--- src/rtl/demux4_deserializer_pkg.sv ---
// Shared definitions for the 1-to-4 serial demultiplexer / deserializer.
//   NUM_LANES : number of output lanes
//   LANE0..3  : lane select encodings presented on sel
//   LANE_SEL  : the same encodings indexed by lane number
//   clog2     : bit-counter width helper (minimum result 1)
package demux4_deserializer_pkg;

  localparam int NUM_LANES = 4;

  localparam logic [1:0] LANE0 = 2'b00;
  localparam logic [1:0] LANE1 = 2'b01;
  localparam logic [1:0] LANE2 = 2'b10;
  localparam logic [1:0] LANE3 = 2'b11;

  localparam logic [1:0] LANE_SEL [NUM_LANES] = '{LANE0, LANE1, LANE2, LANE3};

  // Smallest r with 2**r >= value. Never returns 0, so a counter declared
  // with this width is always at least one bit wide.
  function automatic int clog2(input int value);
    int r;
    r = 0;
    for (int i = 0; i < 31; i++) begin
      if ((1 << i) < value) r = i + 1;
    end
    return (r < 1) ? 1 : r;
  endfunction

endpackage

--- src/rtl/demux4_deserializer_lane.sv ---
// One deserializer lane: collects WIDTH serial bits MSB first and publishes
// them as a parallel word with a one-cycle valid pulse.
//   clk, reset_n : rising-edge clock, asynchronous active-low reset
//   D            : serial data bit
//   shift_en     : D belongs to this lane this cycle
//   clr          : synchronous clear of staging register and bit counter
//   word         : last completed word (held until the next completion)
//   word_valid   : one-cycle pulse when word updates
//   busy         : a partial word is being collected
module lane_deserializer
  import demux4_deserializer_pkg::*;
#(
  parameter int WIDTH = 8
) (
  input  logic             clk,
  input  logic             reset_n,
  input  logic             D,
  input  logic             shift_en,
  input  logic             clr,
  output logic [WIDTH-1:0] word,
  output logic             word_valid,
  output logic             busy
);

  localparam int            CW   = clog2(WIDTH);
  localparam logic [CW-1:0] LAST = CW'(WIDTH - 1);

  logic [WIDTH-1:0] shift_q, shift_d;
  logic [CW-1:0]    cnt_q,   cnt_d;
  logic [WIDTH-1:0] word_q,  word_d;
  logic             valid_q, valid_d;

  always_comb begin
    shift_d = shift_q;
    cnt_d   = cnt_q;
    word_d  = word_q;
    valid_d = 1'b0;
    // clr wins over shift_en; the published word is deliberately untouched.
    if (clr) begin
      shift_d = '0;
      cnt_d   = '0;
    end else if (shift_en) begin
      shift_d = {shift_q[WIDTH-2:0], D};
      if (cnt_q == LAST) begin
        // The staging register keeps its shifted value; only the counter
        // decides where the next word starts, so no bubble is needed.
        cnt_d   = '0;
        word_d  = {shift_q[WIDTH-2:0], D};
        valid_d = 1'b1;
      end else begin
        cnt_d = cnt_q + 1'b1;
      end
    end
  end

  always_ff @(posedge clk or negedge reset_n) begin
    if (!reset_n) begin
      shift_q <= '0;
      cnt_q   <= '0;
      word_q  <= '0;
      valid_q <= 1'b0;
    end else begin
      shift_q <= shift_d;
      cnt_q   <= cnt_d;
      word_q  <= word_d;
      valid_q <= valid_d;
    end
  end

  assign word       = word_q;
  assign word_valid = valid_q;
  assign busy       = (cnt_q != '0);

endmodule

--- src/rtl/demux4_deserializer.sv ---
// Registered 1-to-4 demultiplexer and deserializer. Each accepted serial bit
// is steered by sel into one of four independent lane deserializers.
//   clk, reset_n : rising-edge clock, asynchronous active-low reset
//   D            : serial data bit
//   sel          : lane select (00 lane0 .. 11 lane3)
//   en           : D is valid this cycle
//   clr          : synchronous clear of all lane staging state (Q kept)
//   Q            : parallel words, lane k at Q[k*WIDTH +: WIDTH]
//   valid        : per-lane one-cycle pulse when its Q field updates
//   busy         : per-lane partial-word indicator
module demux4_deserializer
  import demux4_deserializer_pkg::*;
#(
  parameter int WIDTH = 8
) (
  input  logic                       clk,
  input  logic                       reset_n,
  input  logic                       D,
  input  logic [1:0]                 sel,
  input  logic                       en,
  input  logic                       clr,
  output logic [NUM_LANES*WIDTH-1:0] Q,
  output logic [NUM_LANES-1:0]       valid,
  output logic [NUM_LANES-1:0]       busy
);

  logic [NUM_LANES-1:0] shift_en;

  for (genvar k = 0; k < NUM_LANES; k++) begin : g_lane
    assign shift_en[k] = en & (sel == LANE_SEL[k]);

    lane_deserializer #(
      .WIDTH (WIDTH)
    ) u_lane (
      .clk        (clk),
      .reset_n    (reset_n),
      .D          (D),
      .shift_en   (shift_en[k]),
      .clr        (clr),
      .word       (Q[k*WIDTH +: WIDTH]),
      .word_valid (valid[k]),
      .busy       (busy[k])
    );
  end

endmodule
--- config.mk ---
export PLATFORM = sky130hd
export DESIGN_NAME = demux4_deserializer
export DESIGN_NICKNAME = d
export VERILOG_FILES = /design/src/rtl/demux4_deserializer_pkg.sv /design/src/rtl/demux4_deserializer_lane.sv /design/src/rtl/demux4_deserializer.sv
export SDC_FILE = /design/constraint.sdc
export NUM_CORES = 1
export LEC_CHECK = 0
export BUFFER_PORTS_ARGS = -buffer_cell sky130_fd_sc_hd__buf_2
export CAP_MARGIN = 15
export CORE_ASPECT_RATIO = 0.7
export CORE_MARGIN = 2
export CORE_UTILIZATION = 25
export DETAILED_ROUTE_END_ITERATION = 16
export GPL_ROUTABILITY_DRIVEN = 0
export GPL_TIMING_DRIVEN = 0
export HOLD_SLACK_MARGIN = 0.06
export PLACE_DENSITY = 0.47
export REMOVE_ABC_BUFFERS = 1
export SLEW_MARGIN = 15
export SYNTH_ARGS = -nofsm -noshare
export SYNTH_HDL_FRONTEND = slang
export SYNTH_SLANG_ARGS = --single-unit
--- constraint.sdc ---
create_clock -name clk -period 3.04 [get_ports clk]
set_input_delay 0.456 -clock clk [delete_from_list [all_inputs] [get_ports clk]]
set_output_delay 0.456 -clock clk [all_outputs]
set_load 0.005 [all_outputs]
# Yosys cells after proc, flatten, opt, wreduce, memory -nomap -nowiden
# Index checks and enable logic that the tools add are counted.
[totals] mem_count=0 latch_bits=0 output_inout_bits=40 mem_bits_rw=0 input_bits=7 mem_bits_ro=0 wordCells=77 ff_bits=76
[classes] div=0 mul=0 eq_ne=7 shift=0 muxes=32 n_reduce_logical=13 n_bitwise=5 order_cmp=0 addsub=4
[op_table] cell="$mux 7" n=8
[op_table] cell="$mux 3" n=12
[op_table] cell="$add 3x1->3 const B" n=4
[op_table] cell="$eq 3x3->1 const B" n=4
[op_table] cell="$mux 1" n=12
[op_table] cell="$reduce_and 3->1" n=4
[op_table] cell="$reduce_bool 3->1" n=4
[op_table] cell="$reduce_bool 2->1" n=4
[op_table] cell="$and 1x1->1" n=4
[op_table] cell="$eq 2x2->1 const B" n=2
[op_table] cell="$eq 2x1->1 const B" n=1
[op_table] cell="$logic_not 2->1" n=1
[op_table] cell="$not 1->1" n=1

# Longest topological paths before layout
[depth] word_depth=4 depth_mapped=5 mapped_depth_nobuf=5

# By module
# Synthesis repeated with hierarchy kept, for this count alone.
[hier_totals] cells_unflattened=232 hier_area_um2=3310.7
[by_module_without_submodules] module="lane_deserializer" area_per_inst_um2=818.3 instances=4 seq_area_each_um2=475.5 cells_each=57
[by_module_without_submodules] module="demux4_deserializer" area_per_inst_um2=37.5 instances=1 seq_area_each_um2=0.0 cells_each=4

# Worst setup path after synthesis
# OpenSTA, ideal clock, no wires.
[synth_path] path_kind="input-to-reg" startpoint="input clr" endpoint="register g_lane[2].u_lane.word_q[0]" required_time_ns=2.915 path_slack_ns=1.398 stages=3 setup_ns=0.125 path_buffers=1 arrival_ns=1.517 cell_sequence="clkbuf_1 nor4b_4 mux2_2"
[synth_via] elab_chain_cells=2
[synth_rtl] item="start: declaration" line_no="demux4_deserializer.sv:21" source="input logic clr,"
[synth_rtl] item="$not 1->1 (no source line)"
[synth_rtl] item="$reduce_and 3->1 (no source line)"
[synth_rtl] item="end signal: assignment" line_no="demux4_deserializer_lane.sv:65" source="word_q <= word_d;"
[synth_rtl] item="end: declaration" line_no="demux4_deserializer_lane.sv:30" source="logic [WIDTH-1:0] word_q, word_d;"
# Every way passes these cells.
# A chain may end at the register's enable or synchronous reset.

# Worst setup path after layout
[layout_path] startpoint="input sel[1]" endpoint="register g_lane[1].u_lane.word_q[3]"
[layout_via] elab_chain_cells=3
[layout_rtl] item="start: declaration" line_no="demux4_deserializer.sv:19" source="input logic [1:0] sel,"
[layout_rtl] item="$eq 2x1->1" line_no="demux4_deserializer.sv:30" source="assign shift_en[k] = en & (sel == LANE_SEL[k]);"
[layout_rtl] item="$and 1x1->1" line_no="demux4_deserializer.sv:30"
[layout_rtl] item="$reduce_and 3->1 (no source line)"
[layout_rtl] item="end signal: assignment" line_no="demux4_deserializer_lane.sv:65"
[layout_rtl] item="end: declaration" line_no="demux4_deserializer_lane.sv:30"
# Every way passes these cells.

==> metrics.txt <==
status complete, but fails checks; violated checks DRC; worst min-delay path class in -> async; Post-Syn Area 3239 um2; Net Sw Frac 0.2176; clock power share 0.478; post-synthesis sequential area ratio 0.5871; drt pass-1 iters 11; Max Slew Vio Count 0; post-DR wirelength/cell 12.88 um; CP startpoint kind input port; CP Cell Sequence buf_2 > nand3b_1 > nor3b_2 > mux2_2; Antenna Cells 0; largest net degree at the start of global routing 47; vias per inst 4.186; Fmax achieved ~460 MHz; Setup Crit Path Kind in -> reg; Post-Route WL slightly above 6 mm; WP data required around 3.3 ns; Post-Syn Instances between 200 and 300; endpoints failing hold 0; Comb pwr share 0.039; peak supply drop 0.2301 mV; total net switching power between 0.4 and 0.5 mW; dpl ws 0.4158 ns; Filler cells 1288; Final Skew about 0.0064 ns; Final Cell Area approximately 4000 um2; nets@finish 324; asr flop ratio synth 1.000; Area after DPL 3597 um2; fin worst setup slack around 0.86 ns; Final Power 2.116 mW; distinct cell type count after synthesis 23; Post-CTS Setup Bufs 0; CTS tree yes; core area 12550 um2; slew margin rel. 0.4011; Multi-input gate area 1199 um2; all-layer global routing usage 0.09745; Iteration-0 DRC Markers 91; number of flops mapped to enable cells by yosys 0; CTS root buffer clkbuf_16; top cell type's share of synthesized area 0.5871; dpl hpwl 3.947 mm; IO Pins between 40 and 50; Crit Path Max Fanout 12; number of global-route vias before repair 2011; DR DRC count 1; Clk pin slew, worst setup/hold paths 0.06 ns; CTS Hold Bufs 0; number of synthesis warnings 0; first-pass GRT wire length 10.58 mm; static leakage 2.075 nW; clk_lat worst skew 0.33 ns; die area 13900 um2; final setup TNS 0 ns; Synth Flop Type dfrtp_1; initial core utilization 0.2581; Die Span Y 99.24 um; CP max stage cell nor3b_2; Mapped Avg Cell Area 12.13 um2; gr ovfl total 0; Post-CTS Resized 0; CTS Buffer Depth 2; RSZ-0062 raised after global routing false; number of buffers added on ports 46; clock period minus final worst setup slack 2.185 ns; WHS ~0.061 ns; Layout area overhead 19.97%; Seq cells post-synth 76; site row count 34; cts bufs inserted 9; share of post-route cells with drive strength above 1 0.3290; ANT nets after route 0; die width 140.1 um; fin crit share 0.7186; Pint between 1.5 and 2 mW; clock sink count 76; CP Capture Type register; crit-path max cell delay 0.78 ns; largest cells by area after synthesis dfrtp_1 (59%), mux2_2 (11%), mux2i_1 (5.6%), ha_1 (4.6%), nand2_1 (4.6%); via count 1976; Data arrival, critical path 2.40 ns; H-tree levels 3; Worst-Margin Slew 0.8984 ns; Reg area 1902 um2; Final setup viols 0; Seq pwr share 0.483; Max Cap Violations 0; largest area contributor in the netlist dfrtp_1; P per Cell Area about 540 nW/um2; initial antenna violation count 0
## area by class of cell
| type | instances | area share |
|---|---|---|
| inverters | 9 | 0.008693 |
| multi-input cells | 162 | 0.3084 |
| repair buffers | 47 | 0.06697 |
| well taps | 162 | 0.05216 |
| flip-flops and latches | 76 | 0.4894 |
| clock buffers | 12 | 0.06858 |
| clock inverters | 4 | 0.005795 |
## layer usage
layer	track usage	vias to the layer above	routed length, um
met2	0.1508	29	2806
met1	0.1238	978	2907
met5	0	-	0
met4	0.03497	0	77
met3	0.03996	7	290
li1	-	962	-
## metrics by stage
stage | util | cells
floorplan | - | 247
CTS | 0.3097 | 472
finish | 0.3097 | 472
global placement | 0.2838 | 455
detailed placement | 0.2866 | 456
global route | 0.3097 | 472
## worst max-delay path: cells and delay by family
family / cells / cell delay [ns]
buf+inv: 1 / 0.16
mux: 1 / 0.41
simple gates: 2 / 1.37
## sequential cells by signal (all words and copies together) (netlist names)
name                      flops
g_lane.u_lane.word           32
g_lane.u_lane.word_valid      4
g_lane.u_lane.cnt_q          12
g_lane.u_lane.shift_q        28
## kinds of logic after synthesis
logic type | after synthesis | share of synthesized area
AOI/OAI and AO/OA | 22 | 0.03399
DFF | 76 | 0.5871
adders and majority gates | 12 | 0.04635
and+or+nand+nor | 78 | 0.1213
buffers and inverters | 29 | 0.04442
muxes | 50 | 0.1669
## power by group through the flow
| stage | registers (mW) | clock network, mW | logic, mW |
|---|---|---|---|
| floorplan | 1.04 | 0 | 0.0290 |
| finish | 1.02 | 1.01 | 0.0830 |
| global placement | 1.04 | 0 | 0.0810 |
| global route | 1.02 | 1.11 | 0.0968 |
| detailed placement | 1.04 | 0 | 0.0871 |
| CTS | 1.02 | 1.06 | 0.0875 |
## Yosys cell counts (3+ instances only)
master / n
mux2i_1: 18
nand2b_1: 4
inv_1: 9
a21oi_1: 22
dfrtp_1: 76
buf_4: 8
nand3b_1: 3
buf_2: 4
mux2_2: 32
nand2_1: 40
clkbuf_1: 8
or3_1: 4
nor2_1: 18
ha_1: 12
## path summary, 6_finish.rpt
| check | startpoint | to | slack (ns) | cells after the start |
|---|---|---|---|---|
| hold / removal | reset_n | g_lane[0].u_lane.word[6] | 0.06 | 1 |
| min in group clk | D | g_lane[3].u_lane.shift_q[0] | 0.47 | 3 |
| setup / recovery | sel[1] | g_lane[1].u_lane.word[3] | 0.86 | 4 |
| hold reg to reg | g_lane[0].u_lane.word[6] | g_lane[0].u_lane.word[6] | 0.50 | 1 |
| max in group asynchronous | reset_n | g_lane[3].u_lane.shift_q[4] | 2.40 | 2 |
| setup reg to reg | g_lane[3].u_lane.cnt_q[0] | g_lane[3].u_lane.word[3] | 1.17 | 5 |
## placed cells by master (no fill, tap or decap), drive strengths merged, types with 9 or more instances in the layout
master / n
dfrtp: 76
buf: 47
nand2: 41
mux2: 32
a21oi: 22
mux2i: 18
nor2: 18
ha: 12
clkbuf: 12
inv: 9
Note: power is estimated with default switching activity, not from simulation.
